File: src/rtl/tx_pipe_pkg.sv
// rtl/tx_pipe_pkg.sv - shared types and helpers for the buffered UART transmit pipe
package tx_pipe_pkg;

    typedef enum logic [1:0] {
        PAR_NONE = 2'd0,
        PAR_EVEN = 2'd1,
        PAR_ODD  = 2'd2
    } parity_t;

    typedef enum logic [2:0] {
        ST_IDLE   = 3'd0,
        ST_START  = 3'd1,
        ST_DATA   = 3'd2,
        ST_PARITY = 3'd3,
        ST_STOP   = 3'd4
    } tx_state_t;

    function automatic int clks_per_bit(input int clk_freq, input int baud);
        return clk_freq / baud;
    endfunction

endpackage

File: src/rtl/uart_tx_frame.sv
// rtl/uart_tx_frame.sv - UART frame serializer with ready/valid word input
module uart_tx_frame import tx_pipe_pkg::*; #(
    parameter int      CLK_FREQ  = 12_000_000,
    parameter int      BAUD      = 9_600,
    parameter int      DATA_BITS = 8,
    parameter parity_t PARITY    = PAR_NONE,
    parameter int      STOP_BITS = 1
) (
    input  logic                 clk,
    input  logic                 rst,
    input  logic                 valid,
    input  logic [DATA_BITS-1:0] data,
    output logic                 ready,
    output logic                 busy,
    output logic                 tx
);

    localparam int CPB = clks_per_bit(CLK_FREQ, BAUD);
    localparam int CW  = $clog2(CPB);
    localparam logic [CW-1:0] CNT_MAX = CW'(CPB - 1);

    tx_state_t            state;
    logic [CW-1:0]        cnt;
    logic [3:0]           bit_idx;
    logic [DATA_BITS-1:0] shreg;
    logic                 par_bit;
    logic                 tx_nxt;
    logic                 cnt_last;
    logic                 data_last;
    logic                 stop_last;

    assign cnt_last  = (cnt == CNT_MAX);
    assign data_last = (bit_idx == 4'(DATA_BITS - 1));
    assign stop_last = (bit_idx == 4'(STOP_BITS - 1));
    assign busy      = (state != ST_IDLE);

    // Loading on the last STOP cycle is what makes consecutive frames gapless.
    assign ready = valid && ((state == ST_IDLE) ||
                             (state == ST_STOP && cnt_last && stop_last));

    always_comb begin
        tx_nxt = 1'b1;
        case (state)
            ST_START:  tx_nxt = 1'b0;
            ST_DATA:   tx_nxt = shreg[0];
            ST_PARITY: tx_nxt = par_bit;
            default:   tx_nxt = 1'b1;
        endcase
    end

    always_ff @(posedge clk) begin
        if (!rst) begin
            state   <= ST_IDLE;
            cnt     <= '0;
            bit_idx <= '0;
            shreg   <= '0;
            par_bit <= 1'b0;
            tx      <= 1'b1;
        end else begin
            tx <= tx_nxt;
            if (ready) begin
                shreg   <= data;
                par_bit <= (^data) ^ (PARITY == PAR_ODD);
                cnt     <= '0;
                bit_idx <= '0;
                state   <= ST_START;
            end else if (state != ST_IDLE) begin
                if (!cnt_last) begin
                    cnt <= cnt + 1'b1;
                end else begin
                    cnt <= '0;
                    case (state)
                        ST_START: begin
                            bit_idx <= '0;
                            state   <= ST_DATA;
                        end
                        ST_DATA: begin
                            shreg <= shreg >> 1;
                            if (data_last) begin
                                bit_idx <= '0;
                                state   <= (PARITY == PAR_NONE) ? ST_STOP : ST_PARITY;
                            end else begin
                                bit_idx <= bit_idx + 4'd1;
                            end
                        end
                        ST_PARITY: begin
                            bit_idx <= '0;
                            state   <= ST_STOP;
                        end
                        ST_STOP: begin
                            if (stop_last) begin
                                bit_idx <= '0;
                                state   <= ST_IDLE;
                            end else begin
                                bit_idx <= bit_idx + 4'd1;
                            end
                        end
                        default: state <= ST_IDLE;
                    endcase
                end
            end
        end
    end

endmodule

File: src/rtl/tx_pipe_cfg.sv
// rtl/tx_pipe_cfg.sv - parametrised FIFO-buffered UART transmit pipe
module tx_pipe_cfg import tx_pipe_pkg::*; #(
    parameter int      CLK_FREQ  = 12_000_000,
    parameter int      BAUD      = 9_600,
    parameter int      DATA_BITS = 8,
    parameter int      DEPTH     = 16,
    parameter parity_t PARITY    = PAR_NONE,
    parameter int      STOP_BITS = 1
) (
    input  logic                     clk,
    input  logic                     rst,
    input  logic                     push_back,
    input  logic [DATA_BITS-1:0]     data_in,
    input  logic                     flush,
    input  logic                     clr_error,
    output logic                     full,
    output logic                     empty,
    output logic [$clog2(DEPTH):0]   level,
    output logic                     busy,
    output logic                     tx,
    output logic                     error
);

    localparam int AW = $clog2(DEPTH);

    logic [DATA_BITS-1:0] mem [DEPTH];
    logic [AW:0]          wptr;
    logic [AW:0]          rptr;
    logic [AW:0]          wptr_nxt;
    logic [AW:0]          rptr_nxt;
    logic                 push_ok;
    logic                 overflow;
    logic                 pop;

    // A push coinciding with flush is simply discarded, never an overflow.
    assign push_ok  = push_back && !full && !flush;
    assign overflow = push_back &&  full && !flush;

    always_comb begin
        wptr_nxt = wptr;
        rptr_nxt = rptr;
        if (flush) begin
            wptr_nxt = '0;
            rptr_nxt = '0;
        end else begin
            if (push_ok) wptr_nxt = wptr + 1'b1;
            if (pop)     rptr_nxt = rptr + 1'b1;
        end
    end

    always_ff @(posedge clk) begin
        if (!rst) begin
            wptr  <= '0;
            rptr  <= '0;
            full  <= 1'b0;
            empty <= 1'b1;
            level <= '0;
            error <= 1'b0;
        end else begin
            wptr  <= wptr_nxt;
            rptr  <= rptr_nxt;
            full  <= (wptr_nxt[AW] != rptr_nxt[AW]) &&
                     (wptr_nxt[AW-1:0] == rptr_nxt[AW-1:0]);
            empty <= (wptr_nxt == rptr_nxt);
            level <= wptr_nxt - rptr_nxt;
            if (overflow)       error <= 1'b1;
            else if (clr_error) error <= 1'b0;
        end
    end

    always_ff @(posedge clk) begin
        if (push_ok) mem[wptr[AW-1:0]] <= data_in;
    end

    uart_tx_frame #(
        .CLK_FREQ  (CLK_FREQ),
        .BAUD      (BAUD),
        .DATA_BITS (DATA_BITS),
        .PARITY    (PARITY),
        .STOP_BITS (STOP_BITS)
    ) u_frame (
        .clk   (clk),
        .rst   (rst),
        .valid (!empty),
        .data  (mem[rptr[AW-1:0]]),
        .ready (pop),
        .busy  (busy),
        .tx    (tx)
    );

endmodule

File: config.mk
export PLATFORM = sky130hd
export DESIGN_NAME = tx_pipe_cfg
export DESIGN_NICKNAME = d
export VERILOG_FILES = /design/src/rtl/tx_pipe_pkg.sv /design/src/rtl/uart_tx_frame.sv /design/src/rtl/tx_pipe_cfg.sv
export SDC_FILE = /design/constraint.sdc
export NUM_CORES = 1
export LEC_CHECK = 0
export BUFFER_PORTS_ARGS = -buffer_cell sky130_fd_sc_hd__buf_2
export CORE_MARGIN = 2
export CORE_UTILIZATION = 40
export CTS_CLUSTER_DIAMETER = 50
export CTS_CLUSTER_SIZE = 25
export DETAILED_ROUTE_END_ITERATION = 10
export GPL_ROUTABILITY_DRIVEN = 0
export HOLD_SLACK_MARGIN = 0.08
export PLACE_DENSITY_LB_ADDON = 0.08
export SLEW_MARGIN = 20
export SYNTH_ARGS = -nofsm -noshare
export SYNTH_HDL_FRONTEND = slang
export SYNTH_SLANG_ARGS = --single-unit
File: constraint.sdc
create_clock -name clk -period 8.45 [get_ports clk]
set_clock_uncertainty 0.2 [all_clocks]
set_input_delay 1.69 -clock clk [delete_from_list [all_inputs] [get_ports clk]]
set_output_delay 1.69 -clock clk [all_outputs]
set_load 0.05 [all_outputs]
==> results.txt <==
- CP startpoint kind: input pin
- Nets in the synthesized netlist: about 530
* Delay of the slowest critical-path stage: about 0.7 ns
* FILL cells: about 1600
- Global-route usage over all layers: 16.1%
- The longest clock path from root to sink contains 2 buffers.
- Yosys warning total: 0
* Run status: finished, final reports clean
- In this run, CTS created clock tree buffers numbering 17.
- The cell area that synthesis handed to floorplanning was 0.00742 mm^2.
- Input and output buffers added on the ports amount to 22.
* Mean Syn Cell Area: between 10 and 15 um^2
* Setup Crit Path Kind: input pin to flip-flop
* Final Cycle Share: between 40% and 50%
* Antenna violations before repair: 0
- Critical Path Fanout Max: 18
- Later-pin clock latency in the skew report: ~0.43 ns
* Data arrival time of the critical path: ~3.9 ns
- Die width: about 140 um
- Highest-count cells in the layout ignoring fill and taps: 128 x sky130_fd_sc_hd__edfxtp_1, 66 x sky130_fd_sc_hd__nor2_1, 45 x sky130_fd_sc_hd__dfxtp_1, 29 x sky130_fd_sc_hd__mux4_2, 25 x sky130_fd_sc_hd__nand2_1
- Synth-to-layout area growth: 12.0%
- The H-tree generated during clock tree synthesis spans 4 levels.
- The die is approximately 140 um tall.
* Setup-violating endpoint count in the final report: 0
- CTS Hold Buffers Added: 0
- Final WS setup: 4.63 ns
- Synthesis instantiated 50 different standard cells from the library.
- Count of endpoints failing hold in the final timing report: 0
- Sequential cell area fraction in the yosys report: 64.2%
- Synthesis inferred ~170 register bits.
- Most frequent standard cell in the layout excluding fill and tap cells: sky130_fd_sc_hd__edfxtp_1
- Clock slew seen by the registers of the worst setup and hold paths: about 0.070 ns
* Slew Limit Fails: 0
- Synth async-reset ratio: 0%
- The slowest stage of the critical path is the sky130_fd_sc_hd__nor2_1 cell.
- The post-route netlist has a little under a fifth of its cells at a drive strength greater than 1.
* Initial DRC count: between 300 and 400
- Setup repair after global routing missed its margin: false
- The first detailed-routing pass took 4 iterations.
- Leak pwr: approximately 0.0028 uW
- Cell count after synthesis: 501
* Relative slew slack: approximately a third
- Using the TritonRoute via totals, the vias-per-cell ratio works out to 5.30.
- For the worst setup path, the data required time is approximately 8.6 ns.
- The repair_antennas step left the layout with diodes totalling 0.
- The initialized floorplan defines 49 standard-cell rows.
* Number of primary I/O pins: 23
- At the pin with the least slew margin, the transition time is between 0.9 and 1 ns.
* Via Count: 4041
- Initial standard-cell utilization of the core: 41.0%
- DRC Markers: 0
- Period minus WS final: roughly 3.8 ns
- CP Cell Sequence: buf_2 -> nand4bb_1 -> nor2_1 -> xnor2_1 -> xnor3_1 -> nor2b_1 -> xnor2_1 -> nor2_1
- Highest clock frequency the design can meet: ~260 MHz
- The min-delay analysis places its worst path in the category flip-flop to flip-flop.
- The via count of the first global-routing pass is slightly above 4000.
- For this design the ratio of total power to cell area is about 220 mW/mm^2.
- Setup total negative slack on the finished layout was measured at 0 ns.
- Final-stage net count: about 550
* Sinks on Clock Net: about 170
- Pin count of the biggest net entering global routing: 36
* Max-cap violation count: 0
- Once detail routing completed, the nets flagged for antenna violations numbered 0.
* Overflow after GRT: 0
* Detailed-route wire length per cell: slightly below 20 um
- The first global-routing pass estimated approximately 23 mm of wire.
- The floorplan step defined a core boundary enclosing 0.0181 mm^2.
- Overall routed net length: around 15 mm
- After clock tree synthesis, the repair step resized 0 gates.
- In this run, synthesis inferred between 100 and 150 flip-flops with an integrated enable.
- TritonCTS built the clock tree.
- Peak supply drop: 0.149 mV
* Post-Place Setup Slack: roughly 4 ns
- The HPWL after detailed placement is just under 10 mm.
- The tree is rooted in a sky130_fd_sc_hd__clkbuf_16.
- The die covers 0.0197 mm^2.
- Number of buffers added for setup after CTS: 0
* Most common flop cell mapped by yosys: sky130_fd_sc_hd__edfxtp_1
- STA classifies the critical path endpoint as a flip-flop.
[report_power, final]
part / internal, uW / switching (uW) / total (uW)
Clock: 447 / 354 / 801
Combinational: 35.1 / 63.6 / 98.7
Sequential: 927 / 7.46 / 934
[final timing paths]
path,startpoint,to,slack [ns],cells past startpoint
max reg2reg,u_frame.cnt[0],level[4],4.88,13
min reg2reg,u_frame.shreg[1],u_frame.shreg[0],0.26,2
max,flush,level[4],4.63,8
min,u_frame.shreg[1],u_frame.shreg[0],0.26,2
[flip-flops by register name (all words and copies together) (netlist names)]
signal / count
full: 1
empty: 1
u_frame.tx: 1
u_frame.bit_idx: 4
level: 5
wptr: 5
u_frame.cnt: 11
mem: 128
rptr: 5
u_frame.shreg: 8
u_frame.state: 3
u_frame.par_bit: 1
error: 1
[Yosys cell counts, types with 7 or more instances]
| master | count | area [um^2] |
|---|---|---|
| sky130_fd_sc_hd__edfxtp_1 | 128 | 3840 |
| sky130_fd_sc_hd__nor2_1 | 66 | 248 |
| sky130_fd_sc_hd__dfxtp_1 | 46 | 921 |
| sky130_fd_sc_hd__mux4_2 | 29 | 653 |
| sky130_fd_sc_hd__nand2_1 | 25 | 93.8 |
| sky130_fd_sc_hd__mux2i_1 | 18 | 180 |
| sky130_fd_sc_hd__xor2_1 | 18 | 158 |
| sky130_fd_sc_hd__clkbuf_1 | 14 | 52.6 |
| sky130_fd_sc_hd__xnor2_1 | 14 | 123 |
| sky130_fd_sc_hd__a21oi_1 | 13 | 65.1 |
| sky130_fd_sc_hd__ha_1 | 13 | 163 |
| sky130_fd_sc_hd__inv_1 | 8 | 30.0 |
| sky130_fd_sc_hd__nand3_1 | 8 | 40.0 |
| sky130_fd_sc_hd__nand4_1 | 8 | 50.1 |
| sky130_fd_sc_hd__nor3_1 | 8 | 40.0 |
| sky130_fd_sc_hd__a211oi_1 | 7 | 52.6 |
[per-layer routing]
layer  vias up  share of wire, %  global-route usage, %
met4         0               1.8                   5.21
met5         -                 0                      0
met3        20               3.8                   4.38
li1       1918                 -                      -
met2        60                47                   24.7
met1      2043                47                   22.5
[critical path, delay by kind of cell]
family / cells / cell delay (ns)
xor+xnor: 3 / 0.78
buf+inv: 1 / 0.20
simple gates: 4 / 1.25
[kinds of logic after synthesis]
kind of cell	Yosys count	synth area share [%]
DFF	174	64.2
and+or+nand+nor	144	9.18
muxes	56	13.3
AOI/OAI and AO/OA	43	3.88
buffers and inverters	36	2.60
xor gates and xnor gates	34	4.39
adders and majority gates	14	2.46
[per-stage QoR]
step           util [%]  hold WS (ns)  cells  total power [uW]  instance area [um^2]
2_1_floorplan         -         0.231    501              1020                  7420
3_3_place_gp       42.6         0.247    730              1050                  7700
3_5_place_dp       42.6         0.254    730              1050                  7700
4_1_cts            45.9         0.264    762              1850                  8300
5_1_grt            45.9         0.279    762              1900                  8310
6_report           45.9         0.261    762              1830                  8310
[layout make-up]
type	count	area [um^2]	share of cell area, %
flip-flops and latches	174	4770	57.4
multi-input cells	291	2480	29.8
clock buffers	17	425	5.12
well taps	229	287	3.45
clock inverters	15	178	2.14
repair buffers	26	140	1.69
inverters	10	37.5	0.452
Power figures use the tool's default switching activity.
